[src/rtl/n101_pwm16_icb_regs_pkg.sv]
// Shared register map for the n101_pwm16 ICB bridge: word offsets, register index, helpers.
// Latency: n/a (constants and pure functions only).
// Backpressure: n/a.
package n101_pwm16_icb_regs_pkg;

  // Byte offsets of the mapped core registers.
  localparam logic [31:0] OFF_CFG     = 32'h00;
  localparam logic [31:0] OFF_COUNTLO = 32'h08;
  localparam logic [31:0] OFF_COUNTHI = 32'h0C;
  localparam logic [31:0] OFF_S       = 32'h10;
  localparam logic [31:0] OFF_CMP0    = 32'h20;
  localparam logic [31:0] OFF_CMP1    = 32'h24;
  localparam logic [31:0] OFF_CMP2    = 32'h28;
  localparam logic [31:0] OFF_CMP3    = 32'h2C;

  // Register index. REG_NONE marks any offset that does not hit a mapped register;
  // feed and key are deliberately absent because they are not bus-visible.
  typedef enum logic [3:0] {
    REG_CFG     = 4'd0,
    REG_COUNTLO = 4'd1,
    REG_COUNTHI = 4'd2,
    REG_S       = 4'd3,
    REG_CMP0    = 4'd4,
    REG_CMP1    = 4'd5,
    REG_CMP2    = 4'd6,
    REG_CMP3    = 4'd7,
    REG_NONE    = 4'd15
  } reg_idx_e;

  // Exact-match decode; misaligned offsets never match an entry.
  function automatic reg_idx_e decode_offset(input logic [31:0] addr);
    case (addr)
      OFF_CFG:     return REG_CFG;
      OFF_COUNTLO: return REG_COUNTLO;
      OFF_COUNTHI: return REG_COUNTHI;
      OFF_S:       return REG_S;
      OFF_CMP0:    return REG_CMP0;
      OFF_CMP1:    return REG_CMP1;
      OFF_CMP2:    return REG_CMP2;
      OFF_CMP3:    return REG_CMP3;
      default:     return REG_NONE;
    endcase
  endfunction

  // Expand a 4-bit byte enable into a 32-bit bit mask.
  function automatic logic [31:0] byte_mask(input logic [3:0] wmask);
    return {{8{wmask[3]}}, {8{wmask[2]}}, {8{wmask[1]}}, {8{wmask[0]}}};
  endfunction

endpackage

[src/rtl/n101_pwm16_rsp_buf.sv]
// Single-entry ICB response buffer: valid/rdata/err registers and cmd_ready derivation.
// Latency: response valid the cycle after i_load.
// Backpressure: holds contents while o_rsp_valid & !i_rsp_ready; o_cmd_ready drops in that state.
//
// Ports: clk/rst_n; i_load (command accepted), i_rdata/i_err (response to capture),
// i_rsp_ready (master ready); o_rsp_valid/o_rsp_rdata/o_rsp_err (buffered response),
// o_cmd_ready (room for a new command).
module n101_pwm16_rsp_buf (
  input  logic        clk,
  input  logic        rst_n,
  input  logic        i_load,
  input  logic [31:0] i_rdata,
  input  logic        i_err,
  input  logic        i_rsp_ready,
  output logic        o_rsp_valid,
  output logic [31:0] o_rsp_rdata,
  output logic        o_rsp_err,
  output logic        o_cmd_ready
);

  logic        r_valid;
  logic [31:0] r_rdata;
  logic        r_err;

  // Room exists when empty or when the held response leaves this cycle.
  assign o_cmd_ready = !r_valid || i_rsp_ready;

  always_ff @(posedge clk or negedge rst_n) begin
    if (!rst_n) begin
      r_valid <= 1'b0;
      r_rdata <= 32'h0;
      r_err   <= 1'b0;
    end else if (i_load) begin
      r_valid <= 1'b1;
      r_rdata <= i_rdata;
      r_err   <= i_err;
    end else if (i_rsp_ready) begin
      // Data/err are left as-is; only valid drops once the response is taken.
      r_valid <= 1'b0;
    end
  end

  assign o_rsp_valid = r_valid;
  assign o_rsp_rdata = r_rdata;
  assign o_rsp_err   = r_err;

endmodule

[src/rtl/n101_pwm16_icb_regs.sv]
// ICB slave register bridge for n101_pwm16_core: decodes single-beat commands to write strobes, muxes reads.
// Latency: write strobes combinational in the accept cycle; response valid one cycle after accept.
// Backpressure: one buffered response; i_icb_cmd_ready low while a response is stalled.
//
// Ports: clk/rst_n; ICB command (i_icb_cmd_*) and response (i_icb_rsp_*) channels;
// per-register o_<reg>_write_valid/o_<reg>_write_bits strobes and i_<reg>_read values
// for cfg, countLo, countHi, s, cmp_0..cmp_3, feed, key.
// Optional macro N101_PWM16_ICB_WMASK_EN: byte-merge writes using wmask against the
// current register value; when undefined writes are full-word.
module n101_pwm16_icb_regs
  import n101_pwm16_icb_regs_pkg::*;
#(
  parameter int AW = 12
) (
  input  logic          clk,
  input  logic          rst_n,

  input  logic          i_icb_cmd_valid,
  output logic          i_icb_cmd_ready,
  input  logic [AW-1:0] i_icb_cmd_addr,
  input  logic          i_icb_cmd_read,
  input  logic [31:0]   i_icb_cmd_wdata,
  input  logic [3:0]    i_icb_cmd_wmask,
  output logic          i_icb_rsp_valid,
  input  logic          i_icb_rsp_ready,
  output logic [31:0]   i_icb_rsp_rdata,
  output logic          i_icb_rsp_err,

  output logic          o_cfg_write_valid,
  output logic [31:0]   o_cfg_write_bits,
  input  logic [31:0]   i_cfg_read,
  output logic          o_countLo_write_valid,
  output logic [31:0]   o_countLo_write_bits,
  input  logic [31:0]   i_countLo_read,
  output logic          o_countHi_write_valid,
  output logic [31:0]   o_countHi_write_bits,
  input  logic [31:0]   i_countHi_read,
  output logic          o_s_write_valid,
  output logic [15:0]   o_s_write_bits,
  input  logic [15:0]   i_s_read,
  output logic          o_cmp_0_write_valid,
  output logic [15:0]   o_cmp_0_write_bits,
  input  logic [15:0]   i_cmp_0_read,
  output logic          o_cmp_1_write_valid,
  output logic [15:0]   o_cmp_1_write_bits,
  input  logic [15:0]   i_cmp_1_read,
  output logic          o_cmp_2_write_valid,
  output logic [15:0]   o_cmp_2_write_bits,
  input  logic [15:0]   i_cmp_2_read,
  output logic          o_cmp_3_write_valid,
  output logic [15:0]   o_cmp_3_write_bits,
  input  logic [15:0]   i_cmp_3_read,
  output logic          o_feed_write_valid,
  output logic [31:0]   o_feed_write_bits,
  input  logic [31:0]   i_feed_read,
  output logic          o_key_write_valid,
  output logic [31:0]   o_key_write_bits,
  input  logic [31:0]   i_key_read
);

  logic [31:0] w_addr32;
  reg_idx_e    w_idx;
  logic        w_cmd_ready;
  logic        w_accept;
  logic        w_err;
  logic        w_wr_fire;
  logic [31:0] w_rd_sel;
  logic [31:0] w_rsp_rdata;
  logic [31:0] w_wr_bits;
  logic        w_unused_reads;

  assign w_addr32 = 32'(i_icb_cmd_addr);
  assign w_idx    = decode_offset(w_addr32);

  // Gating with rst_n keeps strobes quiet while reset is held, even though
  // cmd_ready reads 1 out of reset.
  assign w_accept = rst_n && i_icb_cmd_valid && w_cmd_ready;

  assign w_err = (w_idx == REG_NONE)
              || (w_addr32[1:0] != 2'b00)
              || (!i_icb_cmd_read && ((w_idx == REG_S) || (i_icb_cmd_wmask == 4'h0)));

  // Read mux: current core value, zero-extended. Sampled in the accept cycle,
  // so it reflects state before any write accepted in that same cycle.
  always_comb begin
    w_rd_sel = 32'h0;
    case (w_idx)
      REG_CFG:     w_rd_sel = i_cfg_read;
      REG_COUNTLO: w_rd_sel = i_countLo_read;
      REG_COUNTHI: w_rd_sel = i_countHi_read;
      REG_S:       w_rd_sel = {16'h0, i_s_read};
      REG_CMP0:    w_rd_sel = {16'h0, i_cmp_0_read};
      REG_CMP1:    w_rd_sel = {16'h0, i_cmp_1_read};
      REG_CMP2:    w_rd_sel = {16'h0, i_cmp_2_read};
      REG_CMP3:    w_rd_sel = {16'h0, i_cmp_3_read};
      default:     w_rd_sel = 32'h0;
    endcase
  end

  // Writes and errored accesses both answer with zero data.
  assign w_rsp_rdata = (i_icb_cmd_read && !w_err) ? w_rd_sel : 32'h0;

`ifdef N101_PWM16_ICB_WMASK_EN
  // Disabled bytes keep the register's current value.
  assign w_wr_bits = (i_icb_cmd_wdata & byte_mask(i_icb_cmd_wmask))
                   | (w_rd_sel & ~byte_mask(i_icb_cmd_wmask));
`else
  assign w_wr_bits = i_icb_cmd_wdata;
`endif

  assign w_wr_fire = w_accept && !i_icb_cmd_read && !w_err;

  // One-hot by construction: a single decoded index per cycle.
  assign o_cfg_write_valid     = w_wr_fire && (w_idx == REG_CFG);
  assign o_countLo_write_valid = w_wr_fire && (w_idx == REG_COUNTLO);
  assign o_countHi_write_valid = w_wr_fire && (w_idx == REG_COUNTHI);
  assign o_cmp_0_write_valid   = w_wr_fire && (w_idx == REG_CMP0);
  assign o_cmp_1_write_valid   = w_wr_fire && (w_idx == REG_CMP1);
  assign o_cmp_2_write_valid   = w_wr_fire && (w_idx == REG_CMP2);
  assign o_cmp_3_write_valid   = w_wr_fire && (w_idx == REG_CMP3);
  // s is read-only and feed/key are not bus-mapped.
  assign o_s_write_valid       = 1'b0;
  assign o_feed_write_valid    = 1'b0;
  assign o_key_write_valid     = 1'b0;

  assign o_cfg_write_bits      = w_wr_bits;
  assign o_countLo_write_bits  = w_wr_bits;
  assign o_countHi_write_bits  = w_wr_bits;
  assign o_s_write_bits        = w_wr_bits[15:0];
  assign o_cmp_0_write_bits    = w_wr_bits[15:0];
  assign o_cmp_1_write_bits    = w_wr_bits[15:0];
  assign o_cmp_2_write_bits    = w_wr_bits[15:0];
  assign o_cmp_3_write_bits    = w_wr_bits[15:0];
  assign o_feed_write_bits     = 32'h0;
  assign o_key_write_bits      = 32'h0;

  assign w_unused_reads = ^{i_feed_read, i_key_read};

  n101_pwm16_rsp_buf u_rsp_buf (
    .clk         (clk),
    .rst_n       (rst_n),
    .i_load      (w_accept),
    .i_rdata     (w_rsp_rdata),
    .i_err       (w_err),
    .i_rsp_ready (i_icb_rsp_ready),
    .o_rsp_valid (i_icb_rsp_valid),
    .o_rsp_rdata (i_icb_rsp_rdata),
    .o_rsp_err   (i_icb_rsp_err),
    .o_cmd_ready (w_cmd_ready)
  );

  assign i_icb_cmd_ready = w_cmd_ready;

endmodule

[config.mk]
export PLATFORM = sky130hd
export DESIGN_NAME = n101_pwm16_icb_regs
export DESIGN_NICKNAME = d
export VERILOG_FILES = /design/src/rtl/n101_pwm16_icb_regs_pkg.sv /design/src/rtl/n101_pwm16_rsp_buf.sv /design/src/rtl/n101_pwm16_icb_regs.sv
export SDC_FILE = /design/constraint.sdc
export NUM_CORES = 1
export LEC_CHECK = 0
export BUFFER_PORTS_ARGS = -buffer_cell sky130_fd_sc_hd__buf_4
export CAP_MARGIN = 0
export CORE_AREA = 2 2 227 229
export DETAILED_ROUTE_END_ITERATION = 16
export DIE_AREA = 0 0 229 231
export PLACE_DENSITY = 0.3
export REMOVE_ABC_BUFFERS = 1
export SLEW_MARGIN = 20
export SYNTH_ARGS = -nofsm -noshare
export SYNTH_HDL_FRONTEND = slang
export SYNTH_SLANG_ARGS = --single-unit
[constraint.sdc]
create_clock -name clk -period 2.72 [get_ports clk]
set_input_delay 0.544 -clock clk [delete_from_list [all_inputs] [get_ports clk]]
set_output_delay 0.544 -clock clk [all_outputs]
set_load 0.03 [all_outputs]
==> flow_summary.ini <==
[global_route]
grt_max_degree = 35
grt_remaining_overflow = 0
grt_pass1_vias = 4169
grt_pass1_wl_mm = 41.7
track_usage_pct = 12.1
antenna_found_initial = 2

[die]
num_rows = 83
fp.dieH_um = 231
die_area_um2 = 52900
start_util_pct = 8.87
die_w_um = 229
coreArea_um2 = 50700
ios = 578

[setup_path]
r2r_cells = 6
crit_type = input pin to primary output
critPathTopFamily = simple AND/OR/NAND/NOR gates
endpoint_kind = primary output
startpoint_type = input pin
reg2reg_from = u_rsp_buf.o_rsp_valid$_DFFE_PN0P_
slowest_delay_ps = 440
critPathBufInv = 2
cp.required_ps = 2180
path_max_fanout = 4
rr_endpoint = u_rsp_buf.o_rsp_rdata[14]$_DFFE_PN0P_
cp.arrival_ps = 2180
crit_chain = buf_6 -> nor4_4 -> nor3b_4 -> nand4_2 -> or3_4 -> nor3b_4 -> buf_6
reg2reg_slack_ps = 1070
crit_path_top_delay_cell = or3_4

[min_path]
hold_path_depth = 3
hp-class = input pin to register
hold_start = i_cfg_read[5]
hold-path-endpoint = u_rsp_buf.o_rsp_rdata[5]$_DFFE_PN0P_

[routing]
antenna_left = 0
wl_per_cell_um = 25.1
routed_wl_mm = 32.6
drc = 0
dr.pass1.iters = 4
initialDrtViolationCount = 167
vias = 4085
avgViaCountPerCell = 3.14

[synthesis]
synthTopCellsByArea = buf_4 41%, dfrtp_1 19%, a22oi_1 8.2%
synth_area_per_cell_um2 = 8.34
yosys.cell_types.count = 46
synth_top_family_by_area = buffers and inverters
synthSimpleGateAreaFrac_pct = 13.3
synth-seq-cells = 34
synth_compound_area_share_pct = 20.0
synth_adder_area_share_pct = 0
yosysTopAreaCellShare_pct = 41.1
synth_edf_count = 0
seq_area_frac_synth_pct = 18.9
synth-xor-area-share_pct = 0
syn_inst = 539
synth_area_um2 = 4500
async_flop_share_pct = 100
muxShareOfSynthArea_pct = 3.78
yosysWarnings = 0
ys.flop_type = dfrtp_1
yosys.area.top_type = buf_4

[sta]
relSlewSlack_pct = 59.7
fmax_ghz = 0.368
period_needed_ps = 2720
finalHoldViolations = 0
clock_skew_ps = 11.1
grt_setup_unrepaired = yes
setup_ws_ps = -0.971
report.final.slew_viol_count = 0
fin_crit_sh_pct = 100
setup_tns_ps = -0.971
setup_viol = 1
worstMarginPinSlew_ps = 605

[cells_and_area]
area_growth_pct = 32.1
drive_gt1_share_pct = 49.7
stdcell_area_um2 = 5940
fin_cells = 1300
diodes = 0
fin_nets = 912

[status]
outcome = complete, but fails checks
violations = setup timing

[clock_network]
cts_made_buffers = 5
cts-root-buf = clkbuf_16
cts-htree-levels = 2
cts.sinks = 34
cts_buffer_depth = 2
clk_pin_slew_ps = 70
clkLatencyLatePin_ps = 320
cts_tree = done

[power]
cellLeakagePower_nw = 2.57
finalPower_mw = 1.77
power_density_nw_per_um2 = 299
vdd_drop_max_v = 0.000237

[run]
maxCapViolations = 0

[place]
dp_hpwl_mm = 27.9
placed_cell_area_um2 = 5730
dp_cells = 1290
portBuffers = 238
dp_slack_ps = -60.5
globalplace.congestion = 0.778
[power breakdown]
group,switching [mW],internal (mW)
combinational,0.296,0.245
clock,0.291,0.431
sequential,0.00236,0.509
total,0.590,1.18
[cells in the final DEF (no fill, tap or decap), types with 5 or more instances in the layout]
master and count:
a22oi_1 49, nor2_1 13, clkbuf_16 5, o2bb2ai_1 10, conb_1 67, nor3_1 11, nand2_1 36, a22o_1 13
mux2i_1 17, buf_4 270, dfrtp_1 34, o211ai_1 16, o21ai_0 11, o21ai_1 6
[timing repair]
action                                  4_1_cts  5_1_grt
endpoints found under the setup margin        3        4
endpoints found under the hold margin         0        0
setup buffers                                 2        0
hold buffers                                  0        0
pin swaps                                     1        0
resized for setup                             4        2
[cells by family after synthesis]
group | Yosys count
flip-flops | 34
other | 1
AO/OA/AOI/OAI | 120
buffers and inverters | 271
AND/OR/NAND/NOR | 96
multiplexers | 17
[how the worst max path moves through the flow]
| stage | from | endpoint | slack [ps] | cells past startpoint |
|---|---|---|---|---|
| 2_1_floorplan | i_icb_cmd_addr[9] | o_cmp_0_write_valid | -200 | 5 |
| 3_3_place_gp | i_icb_cmd_addr[9] | o_cmp_0_write_valid | -60 | 7 |
| 3_5_place_dp | i_icb_cmd_addr[9] | o_cmp_0_write_valid | -60 | 7 |
| 4_1_cts | i_icb_cmd_addr[9] | o_cmp_1_write_valid | -10 | 7 |
| 5_1_grt | i_icb_cmd_addr[9] | o_cmp_1_write_valid | -80 | 7 |
| 6_report | i_icb_cmd_addr[9] | o_cmp_1_write_valid | -1 | 7 |
[registers in the layout, summed over array words and instances (netlist names)]
signal and flops:
u_rsp_buf.o_rsp_err 1, u_rsp_buf.o_rsp_rdata 32, u_rsp_buf.o_rsp_valid 1
[synthesized netlist by cell type, drive strengths merged (2+ instances only)]
| cell type | instances |
|---|---|
| a22oi | 49 |
| nand4 | 3 |
| dfrtp | 34 |
| nand3b | 2 |
| or4 | 3 |
| o211a | 2 |
| inv | 2 |
| and2b | 3 |
| nor4 | 3 |
| a2bb2oi | 2 |
| o2bb2ai | 10 |
| nor3 | 14 |
| nor2b | 4 |
| a22o | 13 |
| nand3 | 3 |
| clkbuf | 10 |
| nor2 | 15 |
| o211ai | 16 |
| mux2i | 17 |
| nand2 | 36 |
| buf | 259 |
| o21ai | 17 |
| nor3b | 5 |
| o22ai | 3 |
| a311oi | 3 |
[layer usage]
| layer | global-route usage (%) | wire length [µm] |
|---|---|---|
| met4 | 3.55 | 837 |
| met1 | 11.7 | 10900 |
| met5 | 3.13 | 226 |
| met3 | 9.28 | 5670 |
| met2 | 19.5 | 15000 |
[worst register-to-register path: stages (launching register included)]
cell     delay (ps)
dfrtp_1         340
nor2b_1         360
nor3_1          120
and4_2          270
buf_12          170
a22oi_1         150
o21ai_0         110
[per-stage QoR]
| stage | util, % | hold slack [ps] |
|---|---|---|
| 6_report | 11.7 | 451 |
| 5_1_grt | 11.7 | 420 |
| 4_1_cts | 11.7 | 417 |
| 3_5_place_dp | 11.3 | 493 |
| 3_3_place_gp | 11.3 | 483 |
| 2_1_floorplan | - | 248 |
[cell type report]
| class | count | area [µm²] |
|---|---|---|
| multi-input cells | 300 | 1940 |
| flip-flops and latches | 34 | 851 |
| clock inverters | 3 | 40.0 |
| inverters | 2 | 7.51 |
| fillers | 5932 | 44700 |
| well taps | 680 | 851 |
| repair buffers | 276 | 2120 |
| clock buffers | 5 | 125 |
No activity file was read; power rests on OpenSTA's default activity.
